[config.mk]
export PLATFORM = sky130hd
export DESIGN_NAME = pc_fetch_ctrl
export DESIGN_NICKNAME = d
export VERILOG_FILES = /design/src/rtl/pc_fetch_ctrl.sv
export SDC_FILE = /design/constraint.sdc
export NUM_CORES = 1
export LEC_CHECK = 0
export CORE_MARGIN = 5
export CORE_UTILIZATION = 43
export CTS_BUF_LIST = sky130_fd_sc_hd__clkbuf_2
export CTS_CLUSTER_DIAMETER = 120
export DETAILED_ROUTE_END_ITERATION = 10
export GPL_TIMING_DRIVEN = 0
export PLACE_DENSITY = 0.84
export SLEW_MARGIN = 40
export SYNTH_ARGS = -nofsm -noshare
export SYNTH_HDL_FRONTEND = slang
export SYNTH_SLANG_ARGS = --single-unit
[constraint.sdc]
create_clock -name clk -period 3.5 [get_ports clk]
set_input_delay 0.7 -clock clk [delete_from_list [all_inputs] [get_ports clk]]
set_output_delay 0.7 -clock clk [all_outputs]
set_load 0.02 [all_outputs]
[src/rtl/pc_fetch_ctrl.sv]
// PC/fetch sequencer: IDLE->REQ (hold req/addr until ack)->HOLD (inst to consumer)->next PC; misaligned NPC halts.
// Defining PC_JR_EN enables the register jump (npc_op=11 -> npc_rs) and with it the misalignment trap.
module pc_fetch_ctrl #(
  parameter logic [31:0] RESET_PC = 32'h0000_3000
) (
  input  logic        clk,
  input  logic        rst,
  input  logic        stall,
  output logic        imem_req,
  output logic [31:0] imem_addr,
  input  logic        imem_ack,
  input  logic [31:0] imem_rdata,
  output logic        inst_valid,
  output logic [31:0] inst,
  input  logic        inst_ready,
  input  logic        npc_valid,
  input  logic [1:0]  npc_op,
  input  logic [25:0] npc_imm,
  input  logic [31:0] npc_rs,
  output logic [31:0] pc_out,
  output logic [31:0] retire_cnt,
  output logic        misalign_err
);

  typedef enum logic [1:0] {S_IDLE, S_REQ, S_HOLD, S_HALT} state_t;

  state_t      r_state;
  state_t      w_state_nxt;
  logic [31:0] r_pc;
  logic [31:0] r_inst;
  logic [31:0] r_retire;
  logic        r_err;

  logic [31:0] w_pc4;
  logic [31:0] w_br_off;
  logic [31:0] w_npc;
  logic        w_misalign;
  logic        w_adv;

  assign w_pc4    = r_pc + 32'd4;
  assign w_br_off = {{14{npc_imm[15]}}, npc_imm[15:0], 2'b00};
  assign w_adv    = (r_state == S_HOLD) && inst_ready && npc_valid && !stall;

  always_comb begin
    w_npc = w_pc4;
    case (npc_op)
      2'b01:   w_npc = w_pc4 + w_br_off;
      2'b10:   w_npc = {w_pc4[31:28], npc_imm, 2'b00};
`ifdef PC_JR_EN
      2'b11:   w_npc = npc_rs;
`endif
      default: w_npc = w_pc4;
    endcase
  end

`ifdef PC_JR_EN
  assign w_misalign = (w_npc[1:0] != 2'b00);
`else
  // Every non-JR target is word-aligned by construction, so the trap cannot fire.
  logic w_unused_rs;
  assign w_unused_rs = ^npc_rs;
  assign w_misalign  = 1'b0;
`endif

  always_comb begin
    w_state_nxt = r_state;
    case (r_state)
      S_IDLE: if (!stall) w_state_nxt = S_REQ;
      S_REQ:  if (imem_ack) w_state_nxt = S_HOLD;
      S_HOLD: if (w_adv) w_state_nxt = w_misalign ? S_HALT : S_REQ;
      S_HALT: w_state_nxt = S_HALT;
      default: w_state_nxt = S_IDLE;
    endcase
  end

  always_ff @(posedge clk or posedge rst) begin
    if (rst) begin
      r_state  <= S_IDLE;
      r_pc     <= RESET_PC;
      r_inst   <= 32'd0;
      r_retire <= 32'd0;
      r_err    <= 1'b0;
    end else begin
      r_state <= w_state_nxt;
      if ((r_state == S_REQ) && imem_ack) r_inst <= imem_rdata;
      if (w_adv && !w_misalign) begin
        r_pc     <= w_npc;
        r_retire <= r_retire + 32'd1;
      end
      if (w_adv && w_misalign) r_err <= 1'b1;
    end
  end

  assign imem_req     = (r_state == S_REQ);
  assign inst_valid   = (r_state == S_HOLD);
  assign imem_addr    = r_pc;
  assign pc_out       = r_pc;
  assign inst         = r_inst;
  assign retire_cnt   = r_retire;
  assign misalign_err = r_err;

endmodule
# [Word level (Yosys, flattened, before mapping)]
# Cells that the tools add are included.
[word_totals] input_bits=98 ff_bits=98
[classes] n_addsub=3 reduce_logical=7 mux=5 n_eq_ne=8
[ops] cell="$pmux W32 S2" n=1
[ops] cell="$add A32 B1 Y32 const B" n=1
[ops] cell="$add A32 B3 Y32 const B" n=1
[ops] cell="$add A32 B32 Y32" n=1
[ops] cell="$pmux W2 S4" n=1
[ops] cell="$eq A2 B2 Y1 const B" n=3
[ops] cell="$mux W2" n=3
[ops] cell="$eq A2 B1 Y1 const B" n=2
[ops] cell="$logic_and A1 B1 Y1" n=4
[ops] cell="$ne A2 B1 Y1 const B" n=2
[ops] cell="$reduce_and A3 Y1" n=1
[ops] cell="$logic_not A2 Y1" n=1
[ops] cell="$ne A2 B2 Y1 const B" n=1
[ops] cell="$logic_not A1 Y1" n=1

# [Logic depth before layout (Yosys ltp)]
[depth] ltp_word=6 depth_mapped=17 mapped_depth_nobuf=15

# [Worst setup path before layout]
# No wires, ideal clock.
[synth_path] path_type="reg2reg" from="reg r_pc[7] (netlist: imem_addr[7])" to="reg r_pc[25] (netlist: imem_addr[25])" stages_incl_launch_ff=18 setup_ns=0.072 slack_ns=-0.103 required_ns=3.428 t_arrival_ns=3.531 path_cell_list="dfrtp_1 -> nand2_1 -> or3_1 -> buf_2 -> nor2_1 -> nand2_1 -> nor2_1 -> xor2_1 -> ha_1 -> buf_2 -> and4_1 -> nand2_1 -> a2111o_1 -> a31oi_2 -> o21bai_1 -> nor3b_1 -> o31a_1 -> nor2_1"
[synth_via] elab_chain_len=3
[synth_lines] element="from (decl)" line_no="29" text="logic [31:0] r_pc;"
[synth_lines] element="from (signal assigned)" line_no="87" text="r_pc <= w_npc;"
[synth_lines] element="$add A32 B3 Y32 (*)" line_no="40" text="assign w_pc4 = r_pc + 32'd4;"
[synth_lines] element="$add A32 B32 Y32" line_no="47" text="2'b01: w_npc = w_pc4 + w_br_off;"
[synth_lines] element="$pmux W32 S2 (*)" line_no="46" text="case (npc_op)"
# Mark *: on every way between the ends. The rest lies on a longest branch, timed or not.
# A chain may end at the register's enable or synchronous reset.

# [Final worst setup path]
[layout_path] from="reg r_pc[15] (netlist: imem_addr[15])" to="reg r_pc[26] (netlist: imem_addr[26])"
# Same word-level chain as after synthesis.

==> impl_metrics.json <==
{
  "status": "finished, violations left",
  "violations": "setup timing",
  "combPwrFrac_pct": 64.5,
  "wl_per_cell_microns": 18.5,
  "period_needed_ps": 3570,
  "grt_pass1_wl_microns": 34300,
  "root_buffer": "clkbuf_2",
  "crit_family": "compound AO/OA/AOI/OAI gates",
  "first_pass_iters": 6,
  "numCtsBuffers": 9,
  "synth_area_sq_mm": 0.00688,
  "switching_share_pct": 43.9,
  "grt_pass1_vias": 6737,
  "cts-hold-fix-buffers": 0,
  "drt_wl_total_microns": 22600,
  "fin_skew_ps": 40.0,
  "pwr-share-seq_pct": 26.1,
  "p_int_mw": 3.96,
  "power.total_mw": 7.05,
  "die_x_microns": 137,
  "ys.flop_type": "dfrtp_1",
  "placedCellCount": 1157,
  "synth-async-reset-ratio_pct": 100,
  "global_route.peak_usage_layer": "met2",
  "floorplan.initialDensity_pct": 43.6,
  "worstMarginPinSlew_ps": 749,
  "worstPathRequired_ps": 3990,
  "grtUsageMet1_pct": 28.9,
  "grt.total_usage_pct": 23.2,
  "drv_slew": 0,
  "crit_arrival_ps": 4060,
  "worst_slack_ps": -72.0,
  "gr-usage-met2_pct": 39.5,
  "syn_to_final_growth_pct": 44.9,
  "htreeDepth": 3,
  "critPathLaunchType": "flip-flop",
  "globalplace.congestion": 0.939,
  "yosys_warnings": 0,
  "vias": 6904,
  "clock-sinks": 96,
  "core_area_sq_mm": 0.0158,
  "fmax_mhz": 280,
  "drtIter0Drc": 539,
  "hold_violations": 0,
  "cap_violations": 0,
  "critPathMaxFanout": 7,
  "worst-setup-path-type": "reg -> reg",
  "final_cell_mix": "190 x clkdlybuf4s50_1, 84 x dfrtp_1, 82 x buf_4",
  "grt_overflow": 0,
  "num_rows": 46,
  "min_path_type": "in -> async",
  "yosysSeqAreaShare_pct": 34.9,
  "synthDistinctLibCells": 73,
  "final_cells": 1219,
  "peakVddDrop_uv": 525,
  "drive_gt1_share_pct": 21.9,
  "tns_ps": -82.0,
  "max_stage_delay_ps": 580,
  "drc": 0,
  "synthCells": 745,
  "crit_chain": "and3_1, nand4_4, nor2_4, xor2_1, ha_1, a21o_1, a21o_1, a2111oi_4, o211ai_2, a31oi_4, xnor2_2, o2111a_1, a221o_1",
  "synth.avg_cell_area_sq_um": 9.24,
  "drtAntennaViolNets": 0,
  "tritoncts": "yes",
  "switchingPower_mw": 3.10,
  "relSlewSlack_pct": 50.1,
  "clkPwrFrac_pct": 9.4,
  "cpMostUsedCell": "a21o_1",
  "grt_max_degree": 78,
  "synth_edf_count": 0,
  "utilization_pct": 63.2,
  "setup_viol": 2,
  "crit_path_end_kind": "flip-flop",
  "vias_per_cell": 5.66,
  "nNetsFinal": 1135,
  "post-route-period-util_pct": 102,
  "path_clk_slew_ps": 310,
  "insertion_delay_ps": 600,
  "layout_commonest_cell": "clkdlybuf4s50_1",
  "clock_path_buffers": 2,
  "die_area_sq_mm": 0.0186,
  "place_hpwl_microns": 16300,
  "io_buffers": 191,
  "ys_seq_elements": 96,
  "antenna_found_initial": 1,
  "grt.met3_usage_pct": 4.52,
  "rsz0062_at_grt": "yes",
  "timing.hold.ws_ps": 378,
  "p_leak_nw": 4.45,
  "cpMaxStageDelayCell": "dfrtp_1",
  "io_pins": 229,
  "p_per_area_mw_per_mm2": 707,
  "die_y_microns": 137,
  "cp_num_buf_inv": 0
}
-- per-layer routing --
layer	share of wire, %	up-vias
li1	-	3164
met1	37	3280
met2	47	371
met3	11	89
met4	4.1	0
met5	0	-
-- cell usage after synthesis, drive strengths merged (8+ instances only) --
cell / instances / area share, %
a21o: 15 / 1.6
a21oi: 62 / 4.5
a221oi: 8 / 1.0
a31oi: 11 / 1.3
and3: 18 / 1.6
buf: 42 / 4.3
clkbuf: 22 / 1.2
dfrtp: 94 / 34
ha: 39 / 7.1
inv: 19 / 1.0
mux2: 32 / 5.2
nand2: 75 / 4.1
nand3: 29 / 2.3
nand4: 11 / 1.1
nor2: 36 / 2.0
nor3: 8 / 1.1
o21a: 9 / 0.98
o21ai: 39 / 2.8
o22ai: 8 / 0.73
xnor2: 57 / 7.3
xor2: 24 / 3.2
-- registers in the layout (all words and copies together) (netlist names) --
| name | count |
|---|---|
| imem_addr | 30 |
| inst | 32 |
| r_state | 2 |
| retire_cnt | 32 |
-- what timing repair did --
item | 4_1_cts | 5_1_grt
resized for setup | 40 | 45
endpoints found under the hold margin | 0 | 0
setup buffers | 29 | 19
pin swaps | 16 | 23
setup endpoints to repair | 15 | 18
-- per-stage QoR --
stage	area, sq um	worst slack (ps)
after floorplan	6910	-18.9
after global routing	9970	-162
final	9970	-72.0
after global placement	9090	-1540
after detailed placement	9130	-581
after CTS	9670	-16.5
-- power by group through the flow --
| stage | registers [mW] | logic [mW] | clock network (mW) |
|---|---|---|---|
| after global placement | 1.86 | 3.88 | 0 |
| after CTS | 1.82 | 4.30 | 0.666 |
| after global routing | 1.89 | 4.88 | 0.714 |
| after detailed placement | 1.88 | 3.96 | 0 |
| after floorplan | 2.19 | 2.10 | 0 |
| final | 1.84 | 4.55 | 0.662 |
-- cells by family after synthesis --
| family | count (synthesis) | synth area share, % |
|---|---|---|
| buf+inv | 83 | 6.56 |
| compound gates | 209 | 20.3 |
| simple gates | 203 | 15.1 |
| other cells | 1 | 0.0545 |
| fa+ha+maj | 40 | 7.38 |
| flops | 96 | 34.9 |
| xor+xnor | 81 | 10.4 |
| mux | 32 | 5.24 |
-- layout make-up --
cell class              instances  area [sq um]
diodes                          1          2.50
plain buffers                  61           378
clock buffers                   9          45.0
clock inverters                 7           101
fillers                      1264          5800
inverters                      19          78.8
multi-input cells             570          4380
flip-flops and latches         96          2420
well taps                     216           270
repair buffers                240          2300
-- path summary, 6_finish.rpt --
check	startpoint	endpoint	slack (ps)	cells after the start
max reg2reg	imem_addr[15]	imem_addr[26]	-70	13
min reg2reg	retire_cnt[7]	retire_cnt[7]	510	1
min in group clk	retire_cnt[7]	retire_cnt[7]	510	1
max in group asynchronous	rst	imem_addr[2]	2470	3
max	imem_addr[15]	imem_addr[26]	-70	13
min	rst	imem_addr[10]	380	2
Note: power is estimated with default switching activity, not from simulation.
